## config.mk

```make
export PLATFORM = sky130hd
export DESIGN_NAME = fifo_rd_ctrl
export DESIGN_NICKNAME = d
export VERILOG_FILES = /design/src/rtl/fifo_pkg.sv /design/src/rtl/fifo_rd_skid.sv /design/src/rtl/fifo_rd_ctrl.sv
export SDC_FILE = /design/constraint.sdc
export NUM_CORES = 1
export LEC_CHECK = 0
export ABC_AREA = 1
export BUFFER_PORTS_ARGS = -buffer_cell sky130_fd_sc_hd__buf_2
export CORE_ASPECT_RATIO = 0.6
export CORE_UTILIZATION = 40
export DETAILED_ROUTE_END_ITERATION = 10
export PLACE_DENSITY_LB_ADDON = 0.05
export SETUP_SLACK_MARGIN = 0.02
export SYNTH_ARGS = -nofsm -noshare
export SYNTH_HDL_FRONTEND = slang
export SYNTH_SLANG_ARGS = --single-unit
```

## constraint.sdc

```tcl
create_clock -name clk -period 1.6 [get_ports clk]
set_input_delay 0.08 -clock clk [delete_from_list [all_inputs] [get_ports clk]]
set_output_delay 0.08 -clock clk [all_outputs]
set_load 0.005 [all_outputs]
```

## src/rtl/fifo_pkg.sv

```systemverilog
// rtl/fifo_pkg.sv - shared constants and skid-buffer state encoding for the FIFO read controller
//
// Contents:
//   DATA_WIDTH_DEF  default read/stream data width
//   SKID_DEPTH_DEF  output buffer entries (the design only supports 2)
//   CNT_WIDTH       width of the optional accepted-word counter
//   skid_state_t    buffer occupancy state; the encoding equals the word count

package fifo_pkg;

    localparam int DATA_WIDTH_DEF = 32;
    localparam int SKID_DEPTH_DEF = 2;
    localparam int CNT_WIDTH      = 16;

    // Encoding is chosen so that the state value is directly the buffered word count.
    typedef enum logic [1:0] {
        EMPTY = 2'd0,
        ONE   = 2'd1,
        FULL  = 2'd2
    } skid_state_t;

endpackage

```

## src/rtl/fifo_rd_skid.sv

```systemverilog
// rtl/fifo_rd_skid.sv - two-entry output skid buffer with occupancy FSM
//
// Ports:
//   clk      clock
//   rstb     asynchronous active-low reset
//   wr_en    write a word into the buffer tail this cycle
//   wr_data  word to write
//   m_valid  output word valid (registered, high whenever count != 0)
//   m_ready  downstream accept
//   m_data   oldest buffered word (registered)
//   count    buffered word count 0..2

module fifo_rd_skid
    import fifo_pkg::*;
#(
    parameter int DATA_WIDTH = DATA_WIDTH_DEF
) (
    input  logic                  clk,
    input  logic                  rstb,
    input  logic                  wr_en,
    input  logic [DATA_WIDTH-1:0] wr_data,
    output logic                  m_valid,
    input  logic                  m_ready,
    output logic [DATA_WIDTH-1:0] m_data,
    output logic [1:0]            count
);

    skid_state_t           state;
    logic [DATA_WIDTH-1:0] tail;
    logic                  pop;

    assign pop   = m_valid && m_ready;
    assign count = state;

    // m_data is the head entry itself; tail holds the second word only in FULL.
    always_ff @(posedge clk or negedge rstb) begin
        if (!rstb) begin
            state   <= EMPTY;
            m_valid <= 1'b0;
            m_data  <= '0;
            tail    <= '0;
        end else begin
            case (state)
                EMPTY: begin
                    if (wr_en) begin
                        m_data  <= wr_data;
                        m_valid <= 1'b1;
                        state   <= ONE;
                    end
                end
                ONE: begin
                    if (wr_en && pop) begin
                        // Head leaves and the new word becomes head in the same edge.
                        m_data <= wr_data;
                    end else if (wr_en) begin
                        tail  <= wr_data;
                        state <= FULL;
                    end else if (pop) begin
                        m_valid <= 1'b0;
                        state   <= EMPTY;
                    end
                end
                FULL: begin
                    // A write without a pop cannot occur here: the issue logic
                    // never lets count + inflight exceed two.
                    if (pop) begin
                        m_data <= tail;
                        if (wr_en) begin
                            tail <= wr_data;
                        end else begin
                            state <= ONE;
                        end
                    end
                end
                default: begin
                    m_valid <= 1'b0;
                    state   <= EMPTY;
                end
            endcase
        end
    end

endmodule

```

## src/rtl/fifo_rd_ctrl.sv

```systemverilog
// rtl/fifo_rd_ctrl.sv - FIFO read-side controller: pop issue, in-flight tracking, skid output
//
// Optional feature macro: FIFO_RD_CNT_EN (adds rd_count port and accepted-word counter)
//
// Ports:
//   clk           clock shared with the FIFO read side
//   rstb          asynchronous active-low reset
//   fifo_empty    FIFO empty flag
//   fifo_rd_en    FIFO pop request (only asserted when the FIFO is non-empty)
//   fifo_rd_data  FIFO registered read data, valid the cycle after a pop
//   m_valid       output stream word valid
//   m_ready       downstream accept
//   m_data        output stream word
//   rd_count      accepted-word counter, wraps at 16 bits (FIFO_RD_CNT_EN only)

module fifo_rd_ctrl
    import fifo_pkg::*;
#(
    parameter int DATA_WIDTH = DATA_WIDTH_DEF,
    parameter int SKID_DEPTH = SKID_DEPTH_DEF
) (
    input  logic                  clk,
    input  logic                  rstb,
    input  logic                  fifo_empty,
    output logic                  fifo_rd_en,
    input  logic [DATA_WIDTH-1:0] fifo_rd_data,
    output logic                  m_valid,
    input  logic                  m_ready,
    output logic [DATA_WIDTH-1:0] m_data
`ifdef FIFO_RD_CNT_EN
    ,
    output logic [CNT_WIDTH-1:0]  rd_count
`endif
);

    logic       run_q;
    logic       inflight;
    logic       pop;
    logic [1:0] count;
    logic [2:0] occupancy;
    logic [2:0] limit;

    assign pop = m_valid && m_ready;

    // Issue while buffered + in-flight words, less the one leaving this cycle,
    // stay below the buffer depth. Written as an addition on both sides to
    // avoid an unsigned subtraction.
    assign occupancy  = {1'b0, count} + {2'b00, inflight};
    assign limit      = 3'(SKID_DEPTH) + {2'b00, pop};
    // run_q holds issue off until the first clock edge after reset release.
    assign fifo_rd_en = run_q && !fifo_empty && (occupancy < limit);

    always_ff @(posedge clk or negedge rstb) begin
        if (!rstb) begin
            run_q    <= 1'b0;
            inflight <= 1'b0;
        end else begin
            run_q    <= 1'b1;
            inflight <= fifo_rd_en;
        end
    end

    // The FIFO presents the popped word one cycle later, so the in-flight
    // flag doubles as the buffer write strobe.
    fifo_rd_skid #(
        .DATA_WIDTH (DATA_WIDTH)
    ) u_skid (
        .clk     (clk),
        .rstb    (rstb),
        .wr_en   (inflight),
        .wr_data (fifo_rd_data),
        .m_valid (m_valid),
        .m_ready (m_ready),
        .m_data  (m_data),
        .count   (count)
    );

`ifdef FIFO_RD_CNT_EN
    always_ff @(posedge clk or negedge rstb) begin
        if (!rstb) begin
            rd_count <= '0;
        end else if (pop) begin
            rd_count <= rd_count + 1'b1;
        end
    end
`endif

endmodule

```

Word level (Yosys, flattened, before mapping) --
Cells that the tools add are included.
Word-level totals: bits in registers 69, word-level logic and storage cells 52
Operators by class: add/subtract/negate cells 2, $lt $le $gt $ge 1, equal/unequal tests 10, muxes and demuxes 20, bitwise logic cells 1, reductions and logical operators 12
Operator list (count):
- $mux W32 | 6
- $pmux W32 S3 | 1
- $pmux W32 S2 | 1
- $mux W2 | 6
- $ne A2 B2 Y1 const B | 6
- $reduce_and A5 Y1 | 2
- $pmux W2 S3 | 1
- $logic_and A1 B1 Y1 | 4
- $mux W1 | 4
- $reduce_and A4 Y1 | 1
- $add A2 B1 Y3 | 1
- $add A2 B1 Y3 const A | 1
- $lt A3 B3 Y1 | 1
- $ne A3 B3 Y1 const B | 1
- $pmux W1 S3 | 1
- $reduce_and A3 Y1 | 1
- $reduce_bool A3 Y1 | 1
- $eq A2 B1 Y1 const B | 1
- $eq A2 B2 Y1 const B | 1
- $logic_not A2 Y1 | 1
- $ne A2 B1 Y1 const B | 1
- $reduce_bool A2 Y1 | 1
- $logic_not A1 Y1 | 1
- $not A1 Y1 | 1

Logic depth before layout (Yosys ltp) --
Gate-level depths: netlist of run 1.
word-level depth 5, mapped depth 8, depth with buffers taken out 7

By module --
From an unflattened synthesis of run 1, not the netlist that was laid out.
Second synthesis, totals: cells, all modules 391, area, all modules 3154.3 µm²
By module, submodules not included:
- fifo_rd_skid | instances 1, cells an instance 381, area each 3050.4 µm², seq. area each 1676.6 µm²
- fifo_rd_ctrl | instances 1, cells an instance 10, area each 103.8 µm², seq. area each 50.0 µm²

Worst setup path before layout of run 1 --
Ideal clock, no wire load.
path kind register to register, start point register inflight, end point register inflight, setup time 0.130 ns, arrival 1.081 ns, slack 0.389 ns, stages on the path, launching flop included 5, clock period less this slack 1.211 ns, path through dfrtp_1 > ha_1 > ha_1 > o21ai_0 > and3_1
On the way: longest elaborated chain between the ends 3
Ends and longest elaborated chain:
- start: declaration | RTL line fifo_rd_ctrl.sv:37 | logic inflight;
- start signal: assignment | RTL line fifo_rd_ctrl.sv:59 | inflight <= fifo_rd_en;
- $add A2 B1 Y3 | RTL line fifo_rd_ctrl.sv:48 | assign occupancy = {1'b0, count} + {2'b00, inflight};
- $lt A3 B3 Y1 | RTL line fifo_rd_ctrl.sv:51 | assign fifo_rd_en = run_q && !fifo_empty && (occupancy < limit);
- $logic_and A1 B1 Y1 | RTL line fifo_rd_ctrl.sv:51
- via fifo_rd_en | RTL line fifo_rd_ctrl.sv:25 | output logic fifo_rd_en,
The timed path passes the listed nets, and every way through them passes these cells. A chain may end at the register's enable or synchronous reset.

Worst setup path after layout of run 1 --
start point register inflight, end point output fifo_rd_en
On the way: longest elaborated chain between the ends 3
Ends and longest elaborated chain (RTL line):
- $add A2 B1 Y3 | fifo_rd_ctrl.sv:48
- $lt A3 B3 Y1 | fifo_rd_ctrl.sv:51
- $logic_and A1 B1 Y1 | fifo_rd_ctrl.sv:51
- end: declaration | fifo_rd_ctrl.sv:25
Every way passes these cells.

==> summary.md, run 1 <==
| Metric | Value |
|---|---|
| Worst Path Class, Setup | flip-flop to primary output |
| Fin crit period | 1574 ps |
| RSZ-0062 raised after global routing | true |
| First-pass GRT wire length | 14070 µm |
| DRT Pass-1 Iters | 5 |
| Final Max Slew Viols | 0 |
| Die width | 116.9 µm |
| Final Skew | 5.735 ps |
| Initial antenna violation count | 0 |
| DRT iter0 DRCs | 167 |
| Port bufs | 69 |
| Maximum number of pins on one net before global-route repair | 42 |
| Max-Cap Viols | 0 |
| DIE AREA | 8295 µm² |
| CTS H-tree lvls | 3 |
| Detailed-route via count | 2879 |
| Overflow after GRT | 0 |
| Tot Pwr | 7.638 mW |
| FF-to-FF Start | u_skid.count[0] |
| Die height | 70.95 µm |
| Dpl cell area | 3625 µm² |
| Detailed Route WL | 8368 µm |
| Tot GR Track Use | 0.2263 |
| Max Root-Sink Buffers | 2 |
| Placer Congestion | 0.8476 |
| Xor-xnor portion of the synthesized cell area | 0 |
| Final worst-path cycle share | 0.9835 |
| R2R Setup Slk | 130 ps |
| Fraction of the mapped netlist area in adder cells | 0.007896 |
| HP Class | primary input to flip-flop |
| Antenna-violating nets left | 0 |
| Initial Utilization | 0.4256 |
| IO Pins | 70 |
| Yosys cell types | 20 |
| Post-synthesis mux area share | 0 |
| Area Growth Syn to Fin | 35.53% |
| Lkg Pwr | 2.428 nW |
| Combinational family with the most area after synthesis | simple AND/OR/NAND/NOR gates |
| Hold path depth | 3 |
| Drt wl/cell | 13.48 µm |
| Critical path endpoint | fifo_rd_en |
| Post-Synth Simple-Gate Area | 0.3920 |
| Post-Syn Instances | 411 |
| Fin nets | 551 |
| Fmax | 635.5 MHz |
| Final hold viol count | 0 |
| Antenna diodes | 0 |
| Worst-path fanout max | 2 |
| FP Rows | 24 |
| Worst setup SP type | flip-flop |
| Worst-path clk slew | 50 ps |
| Num CTS Buffers | 9 |
| Final setup fails | 0 |
| Syn nets | 449 |
| Peak supply drop | 0.7425 mV |
| Status | finished clean |
| Core area | 7447 µm² |
| Top FF cell, synth | dfrtp_1 |
| Seq/Total Area, Yosys | 0.5448 |
| Ys Warns | 0 |
| Setup tns final | 0 ps |
| Worst reg-to-reg path cell count | 8 |
| Share of the synthesized area in the top cell type | 0.5448 |
| Arrival @ worst endpoint | 1490 ps |
| Mapped cell area | 3169 µm² |
| Multi-input gate area | 1339 µm² |
| Largest cells by area after synthesis | dfrtp_1 (54%), nand2_1 (31%), nand3_1 (5.5%), buf_2 (1.9%), buf_6 (1.1%) |
| Worst-Skew Late Latency | 330 ps |
| Reg area | 1728 µm² |
| Routed vias/inst | 4.636 |
| Half-perimeter wire length after placement | 5052 µm |
| Required @ worst endpoint | 1520 ps |
| PD cells | 1778 nW/µm² |
| CP endpoint kind | primary output |
| CTS Sinks | 69 |
| Synth area leader | dfrtp_1 |
| Final instance area | 4295 µm² |
| Vias in the first global route | 2923 |
| Root Buffer | clkbuf_16 |
| DR DRC count | 0 |
| Seq cells post-synth | 69 |
| Fraction of layout cells with a size suffix above 1 | 0.2070 |
| Post-synth ARST share | 1.000 |
| CTS tree | yes |
| R2R Path End | u_skid.tail[7] |
| Fillers | 723 |
| Synth Area in Compound Gates | 0.007896 |
| Mapped Avg Cell Area | 7.711 µm² |
| Post-synth EDFFs | 0 |
| Critical path launch point | inflight |
==> sequential cells by signal, indices dropped and copies added, names as in the netlist <==
signal and flops:
inflight 1, run_q 1, u_skid.count 2, u_skid.m_data 32, u_skid.m_valid 1, u_skid.tail 32
==> worst max-delay path, cell delays in order, from the launching register on <==
cell	delay, ps
dfrtp_2	420
ha_4	170
ha_4	260
o21ai_2	50
and3_4	160
buf_6	110
==> per-layer routing <==
| metal | track usage | part of all wire | up-vias |
|---|---|---|---|
| met4 | 0.06610 | 0.0060 | 0 |
| met3 | 0.05913 | 0.062 | 5 |
| met5 | 0 | 0 | - |
| met2 | 0.3248 | 0.43 | 84 |
| met1 | 0.3359 | 0.50 | 1323 |
| li1 | - | - | 1467 |
==> power breakdown <==
group	internal (mW)	switching [mW]
Sequential	2.54	0.429
Combinational	1.24	1.67
Clock	1.08	0.683
Total	4.86	2.78
==> final cells by class <==
type                    instances  share of cell area
clock inverters                 2            0.002330
multi-input cells             316              0.3117
well taps                     104             0.03029
inverters                       5            0.005535
clock buffers                  13             0.05826
flip-flops and latches         69              0.4023
repair buffers                112              0.1896
==> cell families (layout without fill, tap and decap cells) <==
| family | Yosys count | after routing |
|---|---|---|
| compound gates | 4 | 4 |
| fa+ha+maj | 2 | 2 |
| buf+inv | 26 | 132 |
| flops | 69 | 69 |
| other cells | 1 | 1 |
| simple gates | 309 | 309 |
==> synth_stat cells (2+ instances only) <==
master,instances
nand2_1,265
dfrtp_1,69
nand3_1,35
buf_2,12
inv_2,4
buf_4,3
buf_6,3
clkbuf_1,3
nand2_4,3
ha_1,2
nor2_1,2
o21ai_0,2
==> through the flow <==
stage	setup slack [ps]	util	cells	hold slack [ps]
detailed placement	129.3	0.4867	572	45.06
global placement	125.5	0.4867	572	41.61
global route	-5.776	0.5768	621	49.67
floorplan	389.2	-	411	-215.6
CTS	4.725	0.5707	621	0.5058
finish	26.39	0.5768	621	7.111
==> how the worst min path moves through the flow <==
| stage | slack [ps] | startpoint | endpoint |
|---|---|---|---|
| after floorplan | -220 | rstb | inflight |
| after global placement | 40 | rstb | u_skid.m_data[27] |
| after detailed placement | 50 | rstb | u_skid.m_data[27] |
| after CTS | 0.5 | fifo_rd_data[2] | u_skid.tail[2] |
| after global routing | 50 | fifo_rd_data[2] | u_skid.tail[2] |
| final | 7 | fifo_rd_data[2] | u_skid.tail[2] |
==> cells in the final DEF (no fill, tap or decap), types with 3 or more instances in the layout <==
cell type / synthesis / final
buf_2: 12 / 67
buf_6: 3 / 3
clkbuf_1: 3 / 3
buf_12: 0 / 4
clkbuf_16: 0 / 9
dlygate4sd3_1: 0 / 32
dfrtp_1: 69 / 68
nand3_1: 35 / 35
buf_4: 3 / 6
nand2_1: 265 / 265
==> timing repair <==
| action | 4_1_cts | 5_1_grt |
|---|---|---|
| hold buffers | 32 | 0 |
| gates resized for setup | 6 | 10 |
| endpoints found under the setup margin | 1 | 61 |
| setup buffers | 2 | 0 |
| hold endpoints to repair | 59 | 0 |
| pin swaps | 2 | 2 |
Power figures use the tool's default switching activity.
==> inputs of run 2 (changes only) <==
--- a/config.mk
+++ b/config.mk
@@ -8,8 +8,10 @@
 export ABC_AREA = 1
 export BUFFER_PORTS_ARGS = -buffer_cell sky130_fd_sc_hd__buf_2
 export CORE_ASPECT_RATIO = 0.6
-export CORE_UTILIZATION = 40
+export CORE_MARGIN = 5
+export CORE_UTILIZATION = 54
 export DETAILED_ROUTE_END_ITERATION = 10
+export HOLD_SLACK_MARGIN = 0.05
 export PLACE_DENSITY_LB_ADDON = 0.05
 export SETUP_SLACK_MARGIN = 0.02
 export SYNTH_ARGS = -nofsm -noshare
==> summary.md, run 2 (synthesized netlist as in run 1, its figures left out) <==
| Metric | Value |
|---|---|
| Fin crit period | 1608 ps (was 1574 ps) |
| Commonest non-fill, non-tap cells in the layout | nand2_1 (265), buf_2 (68), dfrtp_1 (67) (was nand2_1 (265), dfrtp_1 (68), buf_2 (67)) |
| Max-Cap Viols | 0 (unchanged) |
| Port bufs | 69 (unchanged) |
| Initial Utilization | 0.5636 (was 0.4256) |
| HP Class | primary input to flip-flop (unchanged) |
| Multi-input gate area | 1339 µm² (unchanged) |
| Worst-Skew Late Latency | 350 ps (was 330 ps) |
| RSZ-0062 raised after global routing | true (unchanged) |
| Tot GR Track Use | 0.2306 (was 0.2263) |
| DIE AREA | 7551 µm² (was 8295 µm²) |
| Total internal power | 4.548 mW (was 4.860 mW) |
| Detailed-route via count | 2967 (was 2879) |
| CTS H-tree lvls | 3 (unchanged) |
| First-pass GRT wire length | 13870 µm (was 14070 µm) |
| Initial antenna violation count | 0 (unchanged) |
| Reg area | 1729 µm² (was 1728 µm²) |
| Peak supply drop | 0.9029 mV (was 0.7425 mV) |
| GR Util met1 | 0.3184 (was 0.3359) |
| Final Skew | 6.348 ps (was 5.735 ps) |
| Worst-path fanout max | 3 (was 2) |
| Fillers | 444 (was 723) |
| FP Rows | 21 (was 24) |
| Worst setup SP type | flip-flop (unchanged) |
| Overflow after GRT | 0 (unchanged) |
| Lkg Pwr | 2.400 nW (was 2.428 nW) |
| Critical path launch point | u_skid.count[0] (was inflight) |
| Switching part of the total | 0.3740 (was 0.3637) |
| PD cells | 1736 nW/µm² (was 1778 nW/µm²) |
| Detailed Route WL | 8178 µm (was 8368 µm) |
| Final worst-path cycle share | 1.005 (was 0.9835) |
| Tot Pwr | 7.266 mW (was 7.638 mW) |
| Commonest non-fill, non-tap cell in the layout | nand2_1 (unchanged) |
| Antenna-violating nets left | 0 (unchanged) |
| Die height | 69.34 µm (was 70.95 µm) |
| Worst reg-to-reg path cell count | 7 (was 8) |
| Worst-path clk slew | 70 ps (was 50 ps) |
| Fraction of layout cells with a size suffix above 1 | 0.2115 (was 0.2070) |
| Failing checks | setup timing |
| DRT Pass-1 Iters | 7 (was 5) |
| Final hold viol count | 0 (unchanged) |
| Most used routing layer in global routing | met2 (was met1) |
| Net Sw Power | 2.718 mW (was 2.778 mW) |
| CTS tree | yes (unchanged) |
| Fin util | 0.7445 (was 0.5768) |
| R2R Setup Slk | 100 ps (was 130 ps) |
| Final Max Slew Viols | 0 (unchanged) |
| DR DRC count | 0 (unchanged) |
| Num CTS Buffers | 9 (unchanged) |
| Final setup margin | -7.560 ps (was 26.39 ps) |
| Critical path endpoint | fifo_rd_en (unchanged) |
| Vias in the first global route | 2892 (was 2923) |
| Met3 Use GR | 0.07163 (was 0.05913) |
| Crit path top cell by count | ha_4 (unchanged) |
| Drt wl/cell | 13.63 µm (was 13.48 µm) |
| Arrival @ worst endpoint | 1530 ps (was 1490 ps) |
| Final setup fails | 1 (was 0) |
| Status | finished, violations left (was finished clean) |
| Half-perimeter wire length after placement | 4906 µm (was 5052 µm) |
| Core area | 5623 µm² (was 7447 µm²) |
| M2 GR Usage | 0.3510 (was 0.3248) |
| CP max stage cell | dfrtp_2 (unchanged) |
| Worst Path Class, Setup | flip-flop to primary output (unchanged) |
| Area Growth Syn to Fin | 32.10% (was 35.53%) |
| R2R Path End | u_skid.tail[9] (was u_skid.tail[7]) |
| Fmax | 622.1 MHz (was 635.5 MHz) |
| DRT iter0 DRCs | 215 (was 167) |
| Fin nets | 553 (was 551) |
| CTS Sinks | 69 (unchanged) |
| CP endpoint kind | primary output (unchanged) |
| CP max stage delay | 440 ps (was 420 ps) |
| Max Root-Sink Buffers | 2 (unchanged) |
| IO Pins | 70 (unchanged) |
| Antenna diodes | 0 (unchanged) |
| Required @ worst endpoint | 1520 ps (about the same) |
| Maximum number of pins on one net before global-route repair | 70 (was 42) |
| Root Buffer | clkbuf_8 (was clkbuf_16) |
| Placer Congestion | 0.7716 (was 0.8476) |
| Combinational share of power | 0.383 (was 0.381) |
| Register share of total power | 0.409 (was 0.389) |
| Clock power share | 0.208 (was 0.230) |
| FF-to-FF Start | u_skid.count[0] (unchanged) |
| Routed vias/inst | 4.945 (was 4.636) |
| Crit-path cells | ha_4, ha_4, o21ai_2, and3_4, buf_6 (unchanged) |
| Die width | 108.9 µm (was 116.9 µm) |
==> run 2: cell count changes in the layout (fill, tap and decap cells not counted), sizes merged <==
cell	before	now
bufinv	0	2
clkbuf	13	11
clkinv	2	3
dlygate4sd3	32	34
==> run 2: area by class of cell <==
type	count	area share
Multi-Input combinational cell	316	0.3198
Sequential cell	69	0.4130
Timing Repair Buffer	114	0.1889
Inverter	5	0.005081
Clock inverter	5	0.01793
Tap cell	80	0.02391
Clock buffer	11	0.03138
==> run 2: timing repair <==
| item | CTS | global route |
|---|---|---|
| hold buffers | 34 | 0 |
| setup buffers | 2 | 1 |
| hold endpoints to repair | 115 | 0 |
| pin swaps | 1 | 3 |
| setup endpoints to repair | 1 | 55 |
| resized for setup | 6 | 6 |
==> run 2: per-layer routing <==
layer	part of all wire	vias up
met4	0.011	0
met5	0	-
met3	0.064	10
met2	0.46	93
met1	0.47	1394
li1	-	1470
==> run 2: worst min path at each step <==
stage                     startpoint               to  slack (ps)  cells after the start
final                        m_ready  u_skid.count[0]         110                      3
after CTS                    m_ready  u_skid.count[0]         100                      3
after floorplan                 rstb         inflight        -220                      0
after detailed placement        rstb   u_skid.m_valid         130                      2
after global routing         m_ready  u_skid.count[0]         130                      3
after global placement          rstb   u_skid.m_valid         130                      2
==> run 2: critical path: cells and delay by family (launching register included) <==
family	cells	cell delay, ps
flops	1	440
fa+ha+maj	2	440
simple gates	1	160
buf+inv	1	110
compound gates	1	40
==> run 2: power by group through the flow <==
| stage | Clock, mW | Combinational (mW) | Sequential [mW] |
|---|---|---|---|
| final | 1.51 | 2.79 | 2.97 |
| after detailed placement | 0 | 2.60 | 2.98 |
| after CTS | 1.53 | 2.74 | 2.96 |
| after floorplan | 0 | 1.71 | 2.97 |
| after global routing | 1.63 | 3.19 | 3.07 |
| after global placement | 0 | 2.53 | 2.95 |
==> run 2: through the flow <==
step	std cells	worst slack (ps)	hold WS, ps	cell area (µm²)	setup TNS, ps
detailed placement	547	61.83	129.0	3560	0
global placement	547	94.50	133.9	3560	0
CTS	599	-34.68	98.09	4150	-34.68
floorplan	411	389.2	-215.6	3169	0
finish	600	-7.560	107.8	4187	-7.560
global route	600	-72.58	127.5	4187	-322.6
==> inputs of run 3 (changes only) <==
--- a/config.mk
+++ b/config.mk
@@ -9,7 +9,7 @@
 export BUFFER_PORTS_ARGS = -buffer_cell sky130_fd_sc_hd__buf_2
 export CORE_ASPECT_RATIO = 0.6
 export CORE_MARGIN = 5
-export CORE_UTILIZATION = 54
+export CORE_UTILIZATION = 40
 export DETAILED_ROUTE_END_ITERATION = 10
 export HOLD_SLACK_MARGIN = 0.05
 export PLACE_DENSITY_LB_ADDON = 0.05
==> summary.md, run 3 (synthesized netlist as in run 1, its figures left out) <==
| Metric | Value |
|---|---|
| Root Buffer | clkbuf_16 (was clkbuf_8) |
| Met3 Use GR | 0.05847 (was 0.07163) |
| Initial Utilization | 0.4069 (was 0.5636) |
| Fin cells | 626 (was 600) |
| Final Max Slew Viols | 0 (unchanged) |
| Placer Congestion | 0.7813 (was 0.7716) |
| Drt wl/cell | 13.66 µm (was 13.63 µm) |
| Worst reg-to-reg path cell count | 8 (was 7) |
| CTS Sinks | 69 (unchanged) |
| FP Rows | 25 (was 21) |
| Final Skew | 6.810 ps (was 6.348 ps) |
| Fin crit period | 1592 ps (was 1608 ps) |
| Worst Path Class, Setup | flip-flop to primary output (unchanged) |
| RSZ-0062 raised after global routing | true (unchanged) |
| Initial antenna violation count | 0 (unchanged) |
| GR Util met1 | 0.2653 (was 0.3184) |
| Max-Cap Viols | 0 (unchanged) |
| Detailed Route WL | 8550 µm (was 8178 µm) |
| R2R Path End | u_skid.tail[24] (was u_skid.tail[9]) |
| HP Class | primary input to flip-flop (unchanged) |
| Status | finished clean (was finished, violations left) |
| Worst-Skew Late Latency | 340 ps (was 350 ps) |
| CP endpoint kind | primary output (unchanged) |
| Final instance area | 4327 µm² (was 4187 µm²) |
| Commonest non-fill, non-tap cells in the layout | nand2_1 (265), dfrtp_1 (68), buf_2 (67) (was nand2_1 (265), buf_2 (68), dfrtp_1 (67)) |
| Maximum number of pins on one net before global-route repair | 37 (was 70) |
| Final setup fails | 0 (was 1) |
| Fin nets | 552 (was 553) |
| Antenna-violating nets left | 0 (unchanged) |
| Lkg Pwr | 2.434 nW (was 2.400 nW) |
| Most used routing layer in global routing | met2 (unchanged) |
| Commonest non-fill, non-tap cell in the layout | nand2_1 (unchanged) |
| Routed vias/inst | 4.601 (was 4.945) |
| Worst setup SP type | flip-flop (unchanged) |
| DR DRC count | 0 (unchanged) |
| Final hold viol count | 0 (unchanged) |
| Critical path launch point | inflight (was u_skid.count[0]) |
| Fillers | 744 (was 444) |
| Min-delay src | fifo_empty (was m_ready) |
| Fraction of layout cells with a size suffix above 1 | 0.2104 (was 0.2115) |
| Core area | 7789 µm² (was 5623 µm²) |
| Max Root-Sink Buffers | 2 (unchanged) |
| Overflow after GRT | 0 (unchanged) |
| Worst-path fanout max | 2 (was 3) |
| Port bufs | 69 (unchanged) |
| Half-perimeter wire length after placement | 5388 µm (was 4906 µm) |
| IO Pins | 70 (unchanged) |
| Vias in the first global route | 2878 (was 2892) |
| Tot Pwr | 7.728 mW (was 7.266 mW) |
| DRT Pass-1 Iters | 4 (was 7) |
| Hold path depth | 3 (unchanged) |
| Hold EP | inflight (was u_skid.count[0]) |
| Final setup margin | 8.060 ps (was -7.560 ps) |
| M2 GR Usage | 0.2780 (was 0.3510) |
| Arrival @ worst endpoint | 1510 ps (was 1530 ps) |
| R2R Setup Slk | 110 ps (was 100 ps) |
| Final worst-path cycle share | 0.9950 (was 1.005) |
| PD cells | 1786 nW/µm² (was 1736 nW/µm²) |
| Tot GR Track Use | 0.1885 (was 0.2306) |
| Pre-CTS WS | 89.81 ps (was 61.83 ps) |
| Antenna diodes | 0 (unchanged) |
| CTS tree | yes (unchanged) |
| DIE AREA | 9862 µm² (was 7551 µm²) |
| Required @ worst endpoint | 1520 ps (about the same) |
| CTS H-tree lvls | 3 (unchanged) |
| DRT iter0 DRCs | 254 (was 215) |
| Fmax | 628.2 MHz (was 622.1 MHz) |
| Detailed-route via count | 2880 (was 2967) |
| Die height | 78.95 µm (was 69.34 µm) |
| FF-to-FF Start | u_skid.count[0] (unchanged) |
| Peak supply drop | 0.6252 mV (was 0.9029 mV) |
| Fin util | 0.5555 (was 0.7445) |
| Dpl cell area | 3630 µm² (was 3560 µm²) |
| Worst-path clk slew | 50 ps (was 70 ps) |
| Dpl cells | 576 (was 547) |
| Die width | 124.9 µm (was 108.9 µm) |
| Num CTS Buffers | 9 (unchanged) |
| Area Growth Syn to Fin | 36.52% (was 32.10%) |
| First-pass GRT wire length | 14690 µm (was 13870 µm) |
==> run 3: where the power goes <==
group	switching (mW)	total, mW	leakage [nW]	internal (mW)
Combinational	1.69	2.94	1.44	1.25
Sequential	0.438	2.98	0.866	2.54
Clock	0.736	1.81	0.127	1.08
Total	2.86	7.73	2.43	4.87
==> run 3: metrics by stage <==
stage	TNS, ps	hold WS, ps
finish	0	71.51
global route	-24.89	77.21
CTS	-23.37	65.84
detailed placement	0	76.83
global placement	0	76.54
floorplan	0	-215.6
==> run 3: critical path, cell delays in order (launching register included) <==
cell and delay, ps:
dfrtp_2 430, ha_4 170, ha_4 270, o21ai_4 50, and3_4 160, buf_6 110
==> run 3: how the worst max path moves through the flow <==
stage	cells after the start	slack, ps	end
2_1_floorplan	4	390	inflight
3_3_place_gp	7	130	u_skid.tail[31]
3_5_place_dp	6	90	u_skid.tail[20]
4_1_cts	5	-20	fifo_rd_en
5_1_grt	5	-20	fifo_rd_en
6_report	5	8	fifo_rd_en
==> run 3: layer usage <==
metal  vias to the layer above  share of wire
met5                         -              0
met4                         0          0.013
met3                         9          0.068
met2                        73           0.41
met1                      1325           0.51
li1                       1473              -
==> run 3: layout make-up <==
cell class | instances | area (µm²) | area share
well taps | 108 | 135.1 | 0.03123
flip-flops and latches | 69 | 1728 | 0.3994
inverters | 5 | 26.28 | 0.006073
clock inverters | 4 | 25.02 | 0.005784
multi-input cells | 316 | 1346 | 0.3112
repair buffers | 113 | 823.3 | 0.1903
clock buffers | 11 | 242.7 | 0.05610
==> run 3: repair_timing <==
action | 4_1_cts | 5_1_grt
endpoints found under the hold margin | 68 | 0
setup endpoints to repair | 1 | 40
setup buffers | 2 | 0
pin swaps | 3 | 4
resized for setup | 9 | 9
hold buffers | 33 | 0
